### src/rtl/qam16_pkg.sv
// Shared QAM16 definitions: symbol width, default preamble symbols and the
// frame sequencer state encoding.
package qam16_pkg;

  localparam int SYM_W = 4;

  localparam logic [SYM_W-1:0] PRE_SYM_A_DEF = 4'h0;
  localparam logic [SYM_W-1:0] PRE_SYM_B_DEF = 4'hF;

  typedef enum logic [2:0] {
    ST_IDLE = 3'd0,
    ST_PRE  = 3'd1,
    ST_HDR  = 3'd2,
    ST_PAY  = 3'd3,
    ST_LAST = 3'd4
  } state_e;

endpackage

### src/rtl/qam16_sym_stage.sv
// Valid/ready symbol register: takes a new symbol whenever the slot is empty
// or the current one is being accepted, and holds it stable while stalled.
module qam16_sym_stage
  import qam16_pkg::*;
(
  input  logic             clk_i,
  input  logic             rst_i,
  input  logic             push_valid_i,
  input  logic [SYM_W-1:0] push_data_i,
  output logic             load_o,
  output logic [SYM_W-1:0] sym_o,
  output logic             sym_valid_o,
  input  logic             sym_ready_i
);

  logic [SYM_W-1:0] sym_q;
  logic             valid_q;

  assign load_o      = !valid_q || sym_ready_i;
  assign sym_o       = sym_q;
  assign sym_valid_o = valid_q;

  always_ff @(posedge clk_i) begin
    if (rst_i) begin
      sym_q   <= '0;
      valid_q <= 1'b0;
    end else if (load_o) begin
      valid_q <= push_valid_i;
      if (push_valid_i) sym_q <= push_data_i;
    end
  end

endmodule

### src/rtl/qam16_frame_ctrl.sv
// QAM16 frame sequencer: preamble, 2-nibble length header, then payload bytes
// split MSB nibble first, all delivered through a valid/ready symbol stage.
module qam16_frame_ctrl
  import qam16_pkg::*;
#(
  parameter int               PREAMBLE_LEN = 8,
  parameter logic [SYM_W-1:0] PRE_SYM_A    = PRE_SYM_A_DEF,
  parameter logic [SYM_W-1:0] PRE_SYM_B    = PRE_SYM_B_DEF,
  parameter int               LEN_W        = 8
) (
  input  logic             clk_i,
  input  logic             rst_i,
  input  logic             start_i,
  input  logic [LEN_W-1:0] frame_len_i,
  output logic             busy_o,
  output logic             done_o,
  input  logic [7:0]       byte_in_i,
  input  logic             byte_valid_i,
  output logic             byte_ready_o,
  output logic [SYM_W-1:0] sym_out_o,
  output logic             sym_valid_o,
  input  logic             sym_ready_i
);

  localparam logic [5:0] PRE_LAST = 6'(PREAMBLE_LEN - 1);

  state_e           state_q;
  logic [5:0]       pre_idx_q;
  logic             hdr_lo_q;
  logic [LEN_W-1:0] len_q;
  logic [LEN_W-1:0] bytes_rem_q;
  logic [7:0]       byte_q;
  logic             have_byte_q;
  logic             nib_lo_q;
  logic             busy_q;
  logic             done_q;

  logic             load;
  logic             push_valid;
  logic [SYM_W-1:0] push_data;
  logic [7:0]       hdr_byte;

  // The header always carries the low byte of the length.
  assign hdr_byte     = len_q[7:0];
  assign byte_ready_o = (state_q == ST_PAY) && !have_byte_q && (bytes_rem_q != '0);
  assign busy_o       = busy_q;
  assign done_o       = done_q;

  always_comb begin
    push_valid = 1'b0;
    push_data  = '0;
    unique case (state_q)
      ST_PRE: begin
        push_valid = 1'b1;
        push_data  = pre_idx_q[0] ? PRE_SYM_B : PRE_SYM_A;
      end
      ST_HDR: begin
        push_valid = 1'b1;
        push_data  = hdr_lo_q ? hdr_byte[3:0] : hdr_byte[7:4];
      end
      ST_PAY: begin
        push_valid = have_byte_q;
        push_data  = nib_lo_q ? byte_q[3:0] : byte_q[7:4];
      end
      default: ;
    endcase
  end

  always_ff @(posedge clk_i) begin
    if (rst_i) begin
      state_q     <= ST_IDLE;
      pre_idx_q   <= '0;
      hdr_lo_q    <= 1'b0;
      len_q       <= '0;
      bytes_rem_q <= '0;
      byte_q      <= '0;
      have_byte_q <= 1'b0;
      nib_lo_q    <= 1'b0;
      busy_q      <= 1'b0;
      done_q      <= 1'b0;
    end else begin
      done_q <= 1'b0;
      unique case (state_q)
        ST_IDLE: begin
          // The done cycle is still IDLE; a start there must not open a frame.
          if (start_i && !done_q) begin
            len_q       <= frame_len_i;
            bytes_rem_q <= frame_len_i;
            pre_idx_q   <= '0;
            hdr_lo_q    <= 1'b0;
            nib_lo_q    <= 1'b0;
            have_byte_q <= 1'b0;
            busy_q      <= 1'b1;
            state_q     <= ST_PRE;
          end
        end
        ST_PRE: begin
          if (load) begin
            if (pre_idx_q == PRE_LAST) begin
              pre_idx_q <= '0;
              state_q   <= ST_HDR;
            end else begin
              pre_idx_q <= pre_idx_q + 6'd1;
            end
          end
        end
        ST_HDR: begin
          if (load) begin
            hdr_lo_q <= 1'b1;
            if (hdr_lo_q) state_q <= (len_q == '0) ? ST_LAST : ST_PAY;
          end
        end
        ST_PAY: begin
          if (byte_ready_o && byte_valid_i) begin
            byte_q      <= byte_in_i;
            have_byte_q <= 1'b1;
          end else if (load && have_byte_q) begin
            if (!nib_lo_q) begin
              nib_lo_q <= 1'b1;
            end else begin
              nib_lo_q    <= 1'b0;
              have_byte_q <= 1'b0;
              bytes_rem_q <= bytes_rem_q - LEN_W'(1);
              if (bytes_rem_q == LEN_W'(1)) state_q <= ST_LAST;
            end
          end
        end
        ST_LAST: begin
          if (sym_valid_o && sym_ready_i) begin
            done_q  <= 1'b1;
            busy_q  <= 1'b0;
            state_q <= ST_IDLE;
          end
        end
        default: state_q <= ST_IDLE;
      endcase
    end
  end

  qam16_sym_stage u_sym_stage (
    .clk_i       (clk_i),
    .rst_i       (rst_i),
    .push_valid_i(push_valid),
    .push_data_i (push_data),
    .load_o      (load),
    .sym_o       (sym_out_o),
    .sym_valid_o (sym_valid_o),
    .sym_ready_i (sym_ready_i)
  );

endmodule

### config.mk
export PLATFORM = sky130hd
export DESIGN_NAME = qam16_frame_ctrl
export DESIGN_NICKNAME = d
export VERILOG_FILES = /design/src/rtl/qam16_pkg.sv /design/src/rtl/qam16_sym_stage.sv /design/src/rtl/qam16_frame_ctrl.sv
export SDC_FILE = /design/constraint.sdc
export NUM_CORES = 1
export LEC_CHECK = 0
export ABC_AREA = 0
export CAP_MARGIN = 30
export CORE_UTILIZATION = 34
export DETAILED_ROUTE_END_ITERATION = 10
export HOLD_SLACK_MARGIN = 0.06
export PLACE_DENSITY_LB_ADDON = 0.05
export SLEW_MARGIN = 20
export SYNTH_ARGS = -nofsm -noshare
export SYNTH_HDL_FRONTEND = slang
export SYNTH_HIERARCHICAL = 1
export SYNTH_SLANG_ARGS = --single-unit
### constraint.sdc
create_clock -name clk_i -period 2.28 [get_ports clk_i]
set_input_delay 0.456 -clock clk_i [delete_from_list [all_inputs] [get_ports clk_i]]
set_output_delay 0.456 -clock clk_i [all_outputs]
set_load 0.1 [all_outputs]
==> results by group <==
Floorplanning
  • Die height: about 83 um
  • Die W: 83.0 um
  • I/O pins: 29
  • Row count: 29
  • Initial Util: 35.1%
  • Die ar.: 6890 sq um
  • Core box area: 6350 sq um

Place
  • Routability Congestion: 0.864
  • PortBufs: 28
  • Detailed placement HPWL: around 4000 um
  • Placed cell count: 373

Synthesis
  • Post-synth EDFFs: 0
  • Area share of the largest cell type after synthesis: 38.6%
  • Leading area contributor after synthesis: dfxtp_1
  • Post-synth cell types: 48
  • Gate Count Post-Synth: 272
  • Synth area leaders: dfxtp_1 39%, a21oi_1 6.1%, nand2_1 5.7%
  • Post-synth net total: 297
  • Commonest cells in the netlist: 43 x dfxtp_1, 34 x nand2_1, 31 x nor2_1, 27 x a21oi_1
  • Yosys warns: 6
  • Sequential element share of the synthesized area: between 30% and 40%
  • Top FF cell, synth: dfxtp_1
  • Syn avg cell area: 8.20 sq um
  • Post-Synthesis Cell Area: 2230 sq um
  • Number of synthesized register bits: 43
  • Count leader, synth: dfxtp_1
  • Async SR Flop Fraction: 0%

Drt
  • Via count: around 2.0k
  • DR vias/cell: 5.29
  • Antenna Nets Post-Route: 0
  • Routed WL: 5590 um
  • First drt pass iteration count: 4
  • Drt initial violations: approximately 120
  • Drt drc: 0
  • Post-detailed-route wirelength per cell: 14.7 um

Power
  • Clock power share: 19.8%
  • P_sw: roughly 1100 uW
  • Sw frac: 41.4%
  • Pwr Total: ~2700 uW
  • VDD IR max: 0.461 mV
  • Pleak: 0.00101 uW
  • Power per Cell Area: 1000 nW/um^2
  • Combinational power share: a little over two fifths
  • Sequential Power Share: 36.9%
  • Internal: 1600 uW

Clock network
  • H-tree depth: 2
  • # hold bufs at CTS: 0
  • Clk pin slew, worst setup/hold paths: 0.08 ns
  • CTS tree: done
  • Clk sink count: 43
  • Root buffer cell: clkbuf_8
  • Cts bufs inserted: 5
  • Post-CTS Resized: 0
  • Postcts setup bufs: 0
  • Clk_lat worst skew: roughly 0.3 ns
  • Clk buf depth: 2

STA
  • Final setup viols: 0
  • Period minus WS final: between 1.5 and 2 ns
  • Hold Vio Cnt, Final: 0
  • Slew Limit Fails: 0
  • WHS: around 0.47 ns
  • RSZ-0062 raised after global routing: no
  • Max-Slew Margin vs Limit: 65.1%
  • Crit share post-route: a little under nine tenths
  • Setup TNS: 0 ns
  • Least-Margin Pin Slew: about 0.52 ns
  • Layout Skew: 0.00520 ns
  • F_max: 0.513 GHz

Status
  • Outcome: completed

Cells and area
  • Area grow syn2layout: 22.7%
  • Final cell count without fillers: 381
  • Layout cells sized above 1: 12.5%
  • Final core occ: 43.1%
  • Fill cell count: 629
  • Layout Nets: roughly 330
  • Diodes inserted: 0

Worst setup path
  • R2R Path Start: state_q[0]
  • Worst-path cell chain: nand4bb_1, a31oi_4, buf_12
  • Crit path launch type: register
  • CP max FO: 9
  • Critical Path End: byte_ready_o
  • CP peak stage delay: roughly 0.5 ns
  • Worst path slowest cell: dfxtp_1
  • Reg-to-reg endpoint: bytes_rem_q[0]
  • Worst Setup SP: state_q[0]
  • Critical path type: register to primary output
  • CP Depth: 3
  • FF-to-FF path depth: 6
  • WP data required: around 1.8 ns
  • Top Family by Delay on Critical Path: flip-flops
  • CP arrival: ~1.5 ns
  • Register-to-register setup slack: 0.37 ns
  • Critical path capture point type: primary output
  • CP Buf/Inv Count: 1

Global route
  • Vias in the first global route: slightly below 2k
  • Gr usage total: 17.2%
  • Overflow after GRT: 0
  • Antenna violations before repair: 0
  • Largest net degree at the start of global routing: 40
  • First-pass GRT wire length: 9390 um

Flow run
  • Max-Cap Viols: 0

Min path
  • Min-Delay Path Class: register to register
-- state kept, by name (all words and copies together) (netlist names) --
| signal | cells |
|---|---|
| byte_q | 8 |
| nib_lo_q | 1 |
| bytes_rem_q | 8 |
| hdr_lo_q | 1 |
| pre_idx_q | 6 |
| done_o | 1 |
| busy_o | 1 |
| have_byte_q | 1 |
| u_sym_stage/sym_valid_o | 1 |
| hdr_byte | 8 |
| state_q | 3 |
| u_sym_stage/sym_o | 4 |
-- tightest hold or removal path, stage by stage (launching register included) --
cell	delay, ns
dfxtp_1	0.32
nand2_1	0.05
a21oi_1	0.05
-- cells in the final DEF, fill, tap and decap left out, drive strengths merged, types with 3 or more instances in the layout --
cell type / Yosys / final
o21ai: 12 / 12
mux2: 4 / 4
inv: 6 / 6
clkbuf: 9 / 8
nand4: 7 / 7
or4: 3 / 3
nand3: 7 / 7
nor3: 7 / 7
a31oi: 7 / 7
xor2: 3 / 3
nor2: 31 / 31
ha: 4 / 4
a21bo: 4 / 4
mux2i: 12 / 12
buf: 9 / 22
a21oi: 27 / 27
nand2b: 3 / 3
dfxtp: 43 / 43
or3: 4 / 4
clkdlybuf4s50: 0 / 20
o31ai: 3 / 3
nand2: 34 / 34
-- layer usage --
layer / routed length, um / track usage (%) / share of wire [%]
met5: 0 / 0 / 0
met4: 111 / 6.90 / 2.0
met1: 2730 / 23.2 / 49
met3: 267 / 3.08 / 4.8
met2: 2490 / 27.0 / 44
-- logic make-up (layout without fill, tap and decap cells) --
group	after synthesis	after routing	synth area share [%]
fa+ha+maj	4	4	2.24
simple gates	112	112	24.9
buf+inv	24	56	5.39
mux	16	16	7.41
flops	43	43	38.6
xor+xnor	4	4	1.57
compound gates	69	69	19.9
-- final cells by class --
class,instances,area [sq um],share of cell area [%]
clock buffers,8,100,3.66
multi-input cells,205,1260,46.2
inverters,6,22.5,0.823
repair buffers,42,390,14.3
flip-flops and latches,43,862,31.5
well taps,77,96.3,3.52
-- how the worst min path moves through the flow --
stage                      startpoint           to  slack, ns  depth (start not counted)
after floorplan           hdr_byte[6]  hdr_byte[6]       0.44                          2
after global placement    hdr_byte[3]  hdr_byte[3]       0.46                          2
after detailed placement  hdr_byte[3]  hdr_byte[3]       0.46                          2
after CTS                 hdr_byte[3]  hdr_byte[3]       0.47                          2
after global routing      hdr_byte[7]  hdr_byte[7]       0.51                          2
final                     hdr_byte[3]  hdr_byte[3]       0.47                          2
-- through the flow --
stage / area [sq um] / setup WS, ns
6_report: 2740 / 0.331
5_1_grt: 2740 / 0.193
4_1_cts: 2740 / 0.321
3_5_place_dp: 2640 / 0.0250
3_3_place_gp: 2640 / 0.0485
2_1_floorplan: 2250 / 0.141
-- power by group through the flow --
stage	combinational, uW	clock, uW	sequential, uW
after global placement	1190	0	1030
after floorplan	761	0	1120
after CTS	1190	562	1010
after detailed placement	1180	0	1030
after global routing	1320	591	1030
final	1190	541	1010
Power figures use the tool's default switching activity.
